### src/rtl/stack_seq.sv
// Stack sequencer for CALL/RET/INT/RTI: walks the phase codes 11/10/01 and drives one stack word access per phase.
// Latency: first phase the cycle after start is accepted; done pulses 3 (CALL/RET) or 4 (INT/RTI) cycles after acceptance.
// Backpressure: hold freezes state, sp and operands and suppresses memory strobes; start is ignored unless idle and not held.
module stack_seq #(
  parameter logic [31:0] SP_INIT = 32'h000F_FFFF
) (
  input  logic        clk,
  input  logic        rst,
  input  logic        start,
  input  logic [1:0]  op,
  input  logic [31:0] pc_in,
  input  logic [2:0]  flags_in,
  input  logic        hold,
  output logic [1:0]  phase,
  output logic        stack_pc,
  output logic        stack_flags,
  output logic        mem_read,
  output logic        mem_write,
  output logic [31:0] mem_addr,
  output logic [15:0] mem_wdata,
  output logic [31:0] sp,
  output logic        busy,
  output logic        stall,
  output logic        done
);

  // IDLE and DONE both present phase 00; the three active states map onto the downstream phase codes.
  typedef enum logic [2:0] {
    S_IDLE = 3'd0,
    S_P11  = 3'd1,
    S_P10  = 3'd2,
    S_P01  = 3'd3,
    S_DONE = 3'd4
  } state_t;

  state_t      state;
  logic        pop_q;    // RET/RTI pop; CALL/INT push (op bit 0)
  logic [31:0] pc_q;
  logic [2:0]  flags_q;

  logic        in_phase;
  logic        access;
  logic [31:0] sp_step;

  assign in_phase = (state == S_P11) || (state == S_P10) || (state == S_P01);
  assign access   = in_phase && !hold;
  // Pops pre-increment, pushes post-decrement; both wrap modulo 2^32.
  assign sp_step  = pop_q ? (sp + 32'd1) : (sp - 32'd1);

  assign mem_read  = access && pop_q;
  assign mem_write = access && !pop_q;
  assign stall     = busy | (start & ~busy);

  // Address and push data follow the current phase; zero outside an active phase.
  always_comb begin
    mem_addr  = 32'd0;
    mem_wdata = 16'd0;
    if (in_phase) begin
      mem_addr = pop_q ? (sp + 32'd1) : sp;
      if (!pop_q) begin
        case (state)
          S_P11:   mem_wdata = {13'd0, flags_q};
          S_P10:   mem_wdata = pc_q[31:16];
          S_P01:   mem_wdata = pc_q[15:0];
          default: mem_wdata = 16'd0;
        endcase
      end
    end
  end

  // Sequencer FSM with registered phase, stack-type flags, busy and done.
  always_ff @(posedge clk) begin
    if (rst) begin
      state       <= S_IDLE;
      sp          <= SP_INIT;
      pop_q       <= 1'b0;
      pc_q        <= 32'd0;
      flags_q     <= 3'd0;
      phase       <= 2'b00;
      stack_pc    <= 1'b0;
      stack_flags <= 1'b0;
      busy        <= 1'b0;
      done        <= 1'b0;
    end else begin
      done <= 1'b0;
      case (state)
        S_IDLE: begin
          if (start && !hold) begin
            pop_q       <= op[0];
            pc_q        <= pc_in;
            flags_q     <= flags_in;
            stack_pc    <= 1'b1;
            stack_flags <= op[1];
            busy        <= 1'b1;
            if (op[1]) begin
              state <= S_P11;
              phase <= 2'b11;
            end else begin
              state <= S_P10;
              phase <= 2'b10;
            end
          end
        end
        S_P11: begin
          if (!hold) begin
            sp    <= sp_step;
            state <= S_P10;
            phase <= 2'b10;
          end
        end
        S_P10: begin
          if (!hold) begin
            sp    <= sp_step;
            state <= S_P01;
            phase <= 2'b01;
          end
        end
        S_P01: begin
          if (!hold) begin
            sp          <= sp_step;
            state       <= S_DONE;
            phase       <= 2'b00;
            stack_pc    <= 1'b0;
            stack_flags <= 1'b0;
            busy        <= 1'b0;
            done        <= 1'b1;
          end
        end
        S_DONE: begin
          state <= S_IDLE;
        end
        default: begin
          state       <= S_IDLE;
          phase       <= 2'b00;
          stack_pc    <= 1'b0;
          stack_flags <= 1'b0;
          busy        <= 1'b0;
        end
      endcase
    end
  end

endmodule

### config.mk
export PLATFORM = sky130hd
export DESIGN_NAME = stack_seq
export DESIGN_NICKNAME = d
export VERILOG_FILES = /design/src/rtl/stack_seq.sv
export SDC_FILE = /design/constraint.sdc
export NUM_CORES = 1
export LEC_CHECK = 0
export CORE_MARGIN = 8
export CORE_UTILIZATION = 52
export DETAILED_ROUTE_END_ITERATION = 8
export PLACE_DENSITY = 0.86
export RECOVER_POWER = 100
export SLEW_MARGIN = 20
export SYNTH_ARGS = -nofsm -noshare
export SYNTH_HDL_FRONTEND = slang
export SYNTH_SLANG_ARGS = --single-unit
### constraint.sdc
create_clock -name clk -period 6.85 [get_ports clk]
set_clock_uncertainty 0.15 [all_clocks]
set_input_delay 0.685 -clock clk [delete_from_list [all_inputs] [get_ports clk]]
set_output_delay 0.685 -clock clk [all_outputs]
set_load 0.005 [all_outputs]
; ---- After elaboration in Yosys (flattened, before gate mapping)
; Cells that the tools add are included.
[totals]
regBits = 76
out_inout_bits = 89
[classes]
bitwise = 7
muxes = 24
eq_ne = 8
n_reduce_logical = 17
add_sub_neg = 2
[op_table]
columns = cell, count
row1 = 32-bit two-way mux, 3
row2 = 16-bit case mux with 3 select lines, 1
row3 = "32-bit by 1-bit adder with 32-bit output, second input constant", 1
row4 = 16-bit two-way mux, 2
row5 = "32-bit by 1-bit subtractor with 32-bit output, second input constant", 1
row6 = 3-bit two-way mux, 4
row7 = 3-bit case mux with 4 select lines, 1
row8 = 2-bit two-way mux, 5
row9 = 2-bit case mux with 5 select lines, 1
row10 = "2-bit inequality test, second input constant", 4
row11 = "3-bit by 2-bit equality test with 1-bit output, second input constant", 2
row12 = 1-bit case mux with 3 select lines, 2
row13 = 3-bit OR reduction, 2
row14 = 1-bit two-way mux, 5
row15 = 1-bit inverter, 5
row16 = 5-bit AND reduction, 1
row17 = 1-bit logical AND, 4
row18 = 2-bit AND reduction, 2
row19 = 4-bit AND reduction, 1
row20 = "3-bit by 1-bit equality test with 1-bit output, second input constant", 1
row21 = "3-bit equality test, second input constant", 1
row22 = 3-bit zero test, 1
row23 = 3-bit AND reduction, 1
row24 = 1-bit zero test, 2
row25 = other kinds (4), 5

; ---- Depth between registers and ports, before layout
[depth]
ltp_word = 5
ltp_mapped = 8

; ---- Least setup slack after synthesis
; Ideal clock, no wire load.
[synth_path]
path_type = reg-to-output
start = register sp[12]
end = output mem_addr[30]
path_buffers = 1
arrival_ns = 1.939
path_slack_ns = 4.076
stages_incl_launch_ff = 7
cell_sequence = dfxtp_1 > buf_2 > nand4_1 > nor4_1 > nand3_1 > or4_1 > a21oi_1
[synth_between]
elab_chain_len = 3
[synth_lines]
columns = item, line
row1 = start: declaration, 21  ; output logic [31:0] sp,
row2 = start signal: assignment, 106  ; sp <= sp_step;
row3 = start signal: assignment, 113  ; sp <= sp_step;
row4 = start signal: assignment, 120  ; sp <= sp_step;
row5 = 32-bit by 1-bit adder with 32-bit output, 59  ; mem_addr = pop_q ? (sp + 32'd1) : sp;
row6 = 32-bit two-way mux, 59
row7 = 32-bit two-way mux, 58  ; if (in_phase) begin
row8 = end: declaration, 19  ; output logic [31:0] mem_addr,
; No other way between the ends.

; ---- Final worst setup path
[layout_path]
start = register state[0]
end = output mem_addr[7]
[layout_between]
elab_chain_len = 4
elab_cells_between_ends = 6
cone_classes = eq/ne (3) / mux (1) / reduce/logical (2)
[layout_lines]
columns = item, line
row1 = start: declaration, 36  ; state_t state;
row2 = start signal: assignment, 74  ; state <= S_IDLE;
row3 = start signal: assignment, 96  ; state <= S_P11;
row4 = start signal: assignment, 99  ; state <= S_P10;
row5 = 3-bit by 1-bit equality test with 1-bit output or 3-bit by 2-bit equality test with 1-bit output (tied branches), 45  ; assign in_phase = (state == S_P11) || (state == S_P10) || (state == S_P01);
row6 = 1-bit logical OR, 45
row7 = 1-bit logical OR *, 45
row8 = 32-bit two-way mux *, 58
; Every way passes the cells marked *; elsewhere a longest branch is shown, timed or not.

==> flow_summary_export.csv <==
group,metric,value,unit
sta,worst_hold_slack,0.307,ns
clock_tree,cts_made_buffers,9,
floorplan,die-area,0.0122,mm^2
clock_tree,cts-root-buf,"clkbuf_8",
setup_path,crit_path_cell_trace,"nor2_1 -> or2_0 -> nor2_1 -> dlygate4sd3_1",
sta,final.min_clock_period,5.02,ns
finish,fillers,714,
routing,drt_pass1_iterations,5,
clock_tree,clock-sinks,76,
placed_design,hpwl,9.82,mm
sta,relSlewSlack,-0.458,
yosys,syn_avg_cell_area,7.34,um^2
clock_tree,insertion_delay,0.36,ns
yosys,syn_nets,679,
floorplan,die_x,111,um
sta,max_freq,0.199,GHz
setup_path,critPathCaptureType,"output pin",
yosys,ys_seq_area_frac,0.327,
sta,tightest_slew,2.16,ns
power_and_ir_drop,p_per_area,175,mW/mm^2
setup_path,r2r_cells,6,
routing,wl_per_cell,16.3,um
run_status,status,"finished with violations",
global_routing,grt.met1_usage,0.253,
yosys,synth.top_cell.area_share,0.327,
yosys,yosys.cell_count.top_type,"nand2_1",
power_and_ir_drop,intPower,782,uW
sta,tns,0,ns
placed_design,io_buffers,129,
setup_path,worstSetupPathType,"reg2out",
yosys,synth_top_cell_by_area,"dfxtp_1",
placed_design,gp_congestion,0.929,
yosys,synth_warnings,0,
hold_path,whs_path_depth,2,
power_and_ir_drop,p_seq_frac,0.447,
routing,ant_nets,0,
setup_path,cp-start-kind,"flip-flop",
routing,vias_per_cell,5.84,
sta,slew_viol_final,94,
yosys,syn_inst,634,
setup_path,path_max_fanout,35,
power_and_ir_drop,leakage,0.00229,uW
setup_path,worstPathRequired,6.01,ns
routing,routed_wl,13.5,mm
hold_path,hold_end,"pc_q[1]$_SDFFE_PP0P_",
floorplan,start_util,0.536,
yosys,yosys-top-cells-count,"nand2_1, nor2_1, dfxtp_1",
clock_tree,clk_path_buf_depth,2,
setup_path,critPathMostFrequentCell,"nor2_1",
yosys,synth_edf_count,0,
yosys,synth_area,0.00465,mm^2
finish,layout-drive-gt1-share,0.0541,
run_status,violations,"capacitance limit, slew limit",
power_and_ir_drop,power.switching,279,uW
routing,drt_iter0_drc,248,
power_and_ir_drop,power.share.clock,0.393,
global_routing,antenna_found_initial,2,
yosys,synth_top_cells_by_area,"dfxtp_1, nand2_1, nor2_1",
global_routing,grt_pass1_vias,4778,
yosys,ys_types,53,
global_routing,grt_max_degree,76,
floorplan,ioPinCount,130,
setup_path,cp.arrival,4.19,ns
sta,setup_violations,0,
power_and_ir_drop,p_comb_frac,0.159,
clock_tree,cts_hold_buf,0,
power_and_ir_drop,peakVddDrop,0.113,mV
finish,synthToLayoutAreaGrowth,30.3,%
hold_path,hp-class,"reg2reg",
global_routing,grt_use_total,0.216,
clock_tree,path_clk_slew,0.08,ns
job,drv_cap,3,
global_routing,grt_use_met2,0.348,
clock_tree,cts_setup_buffers,0,
setup_path,rrSetupSlack,3.19,ns
yosys,synth_ff_type,"dfxtp_1",
floorplan,dieHeight,111,um
clock_tree,htreeDepth,3,
floorplan,std_cell_rows,34,
sta,fin_ws,1.83,ns
global_routing,busiest_layer,"met2",
routing,drc_errors,0,
sta,fin_crit_sh,0.733,
global_routing,gr-usage-met3,0.0785,
yosys,synthArstFlopShare,0,
clock_tree,cts_tree,"done",
hold_path,hp-start,"pc_q[1]$_SDFFE_PP0P_",
clock_tree,post_cts_resized,0,
global_routing,grt.overflow.total,0,
sta,rsz0062_at_grt,"no",
floorplan,core_area,0.00868,mm^2
sta,hold_viol,0,
yosys,ys_seq_elements,76,
global_routing,grt_pass1_wl,22.8,mm
placed_design,preCtsSetupSlack,2.95,ns
power_and_ir_drop,swShare,0.263,
routing,dr_total_vias,4856,
setup_path,cpMaxStageDelayCell,"or2_0",
setup_path,crit-reg2reg-launch,"state[0]$_SDFFE_PP0P_",
setup_path,r2r-end,"sp[29]$_SDFFE_PP0P_",
finish,fin_nets,761,
setup_path,max_stage_delay,1.55,ns
-- cell families after synthesis --
logic type                 count (synthesis)  share of synthesized area
adders and majority gates                  4                     0.0108
xor gates and xnor gates                  43                     0.0810
buffers and inverters                     70                     0.0638
and+or+nand+nor                          319                      0.334
muxes                                     31                     0.0702
AOI/OAI and AO/OA                         91                      0.113
DFF                                       76                      0.327
-- registers in the layout, indices dropped and copies added, names as in the netlist --
| signal | cells |
|---|---|
| phase | 2 |
| pc_q | 32 |
| state | 3 |
| pop_q | 1 |
| busy | 1 |
| stack_flags | 1 |
| flags_q | 3 |
| done | 1 |
| sp | 32 |
-- critical path, delay by kind of cell, from the launching register on --
family / cells / cell delay, ns
and+or+nand+nor: 3 / 2.45
DFF: 1 / 0.68
buffers and inverters: 1 / 0.68
-- stage by stage --
stage                     cell area, um^2  power (uW)  instances   util
after floorplan                      4650         577        634      -
after global placement               5830         657        813  0.672
after detailed placement             5830         663        813  0.672
after CTS                            6070        1070        829  0.700
after global routing                 6060        1100        831  0.698
final                                6060        1060        831  0.698
-- area by class of cell --
type	instances	area, um^2	area share
timing repair buffer	132	1300	0.215
sequential	76	1520	0.251
antenna	2	5.00	0.000826
multi-input combinational	488	2820	0.466
clock inverter	6	113	0.0186
inverter	9	33.8	0.00558
tap	108	135	0.0223
clock buffer	10	128	0.0211
-- cell usage in the layout (no fill, tap or decap), types with 4 or more instances in the layout --
| cell | instances |
|---|---|
| nor2_1 | 81 |
| o21ai_0 | 16 |
| nand4_1 | 19 |
| or2_2 | 4 |
| clkdlybuf4s50_1 | 38 |
| or3_1 | 4 |
| mux2_2 | 8 |
| xor2_1 | 27 |
| and3_1 | 6 |
| mux2i_1 | 18 |
| dfxtp_1 | 76 |
| dlygate4sd3_1 | 90 |
| a22oi_1 | 4 |
| clkbuf_8 | 9 |
| inv_1 | 9 |
| xnor2_1 | 16 |
| nand2_1 | 109 |
| nor3_1 | 22 |
| ha_1 | 4 |
| nor2b_1 | 18 |
| nand3_1 | 18 |
| mux2_1 | 5 |
| nor4_1 | 17 |
| a21oi_1 | 52 |
-- power by group through the flow --
stage                     sequential (uW)  clock (uW)  combinational (uW)
after CTS                             475         418                 179
after global placement                484           0                 173
final                                 475         418                 169
after global routing                  477         438                 187
after floorplan                       475           0                 102
after detailed placement              485           0                 178
-- metal layers --
| layer | routed length [um] | up-vias |
|---|---|---|
| li1 | - | 2325 |
| met1 | 5430 | 2229 |
| met2 | 6390 | 271 |
| met3 | 1440 | 31 |
| met4 | 272 | 0 |
| met5 | 0 | - |
-- how the worst max path moves through the flow --
stage                          startpoint      endpoint  cells past startpoint
floorplan             sp[12]$_SDFFE_PP1P_  mem_addr[30]                      6
global placement    state[0]$_SDFFE_PP0P_  mem_wdata[2]                      4
detailed placement  state[0]$_SDFFE_PP0P_  mem_wdata[2]                      4
CTS                 state[0]$_SDFFE_PP0P_  mem_wdata[2]                      4
global route        state[0]$_SDFFE_PP0P_  mem_addr[10]                      4
finish              state[0]$_SDFFE_PP0P_   mem_addr[7]                      4
(Power assumes the default switching activity.)
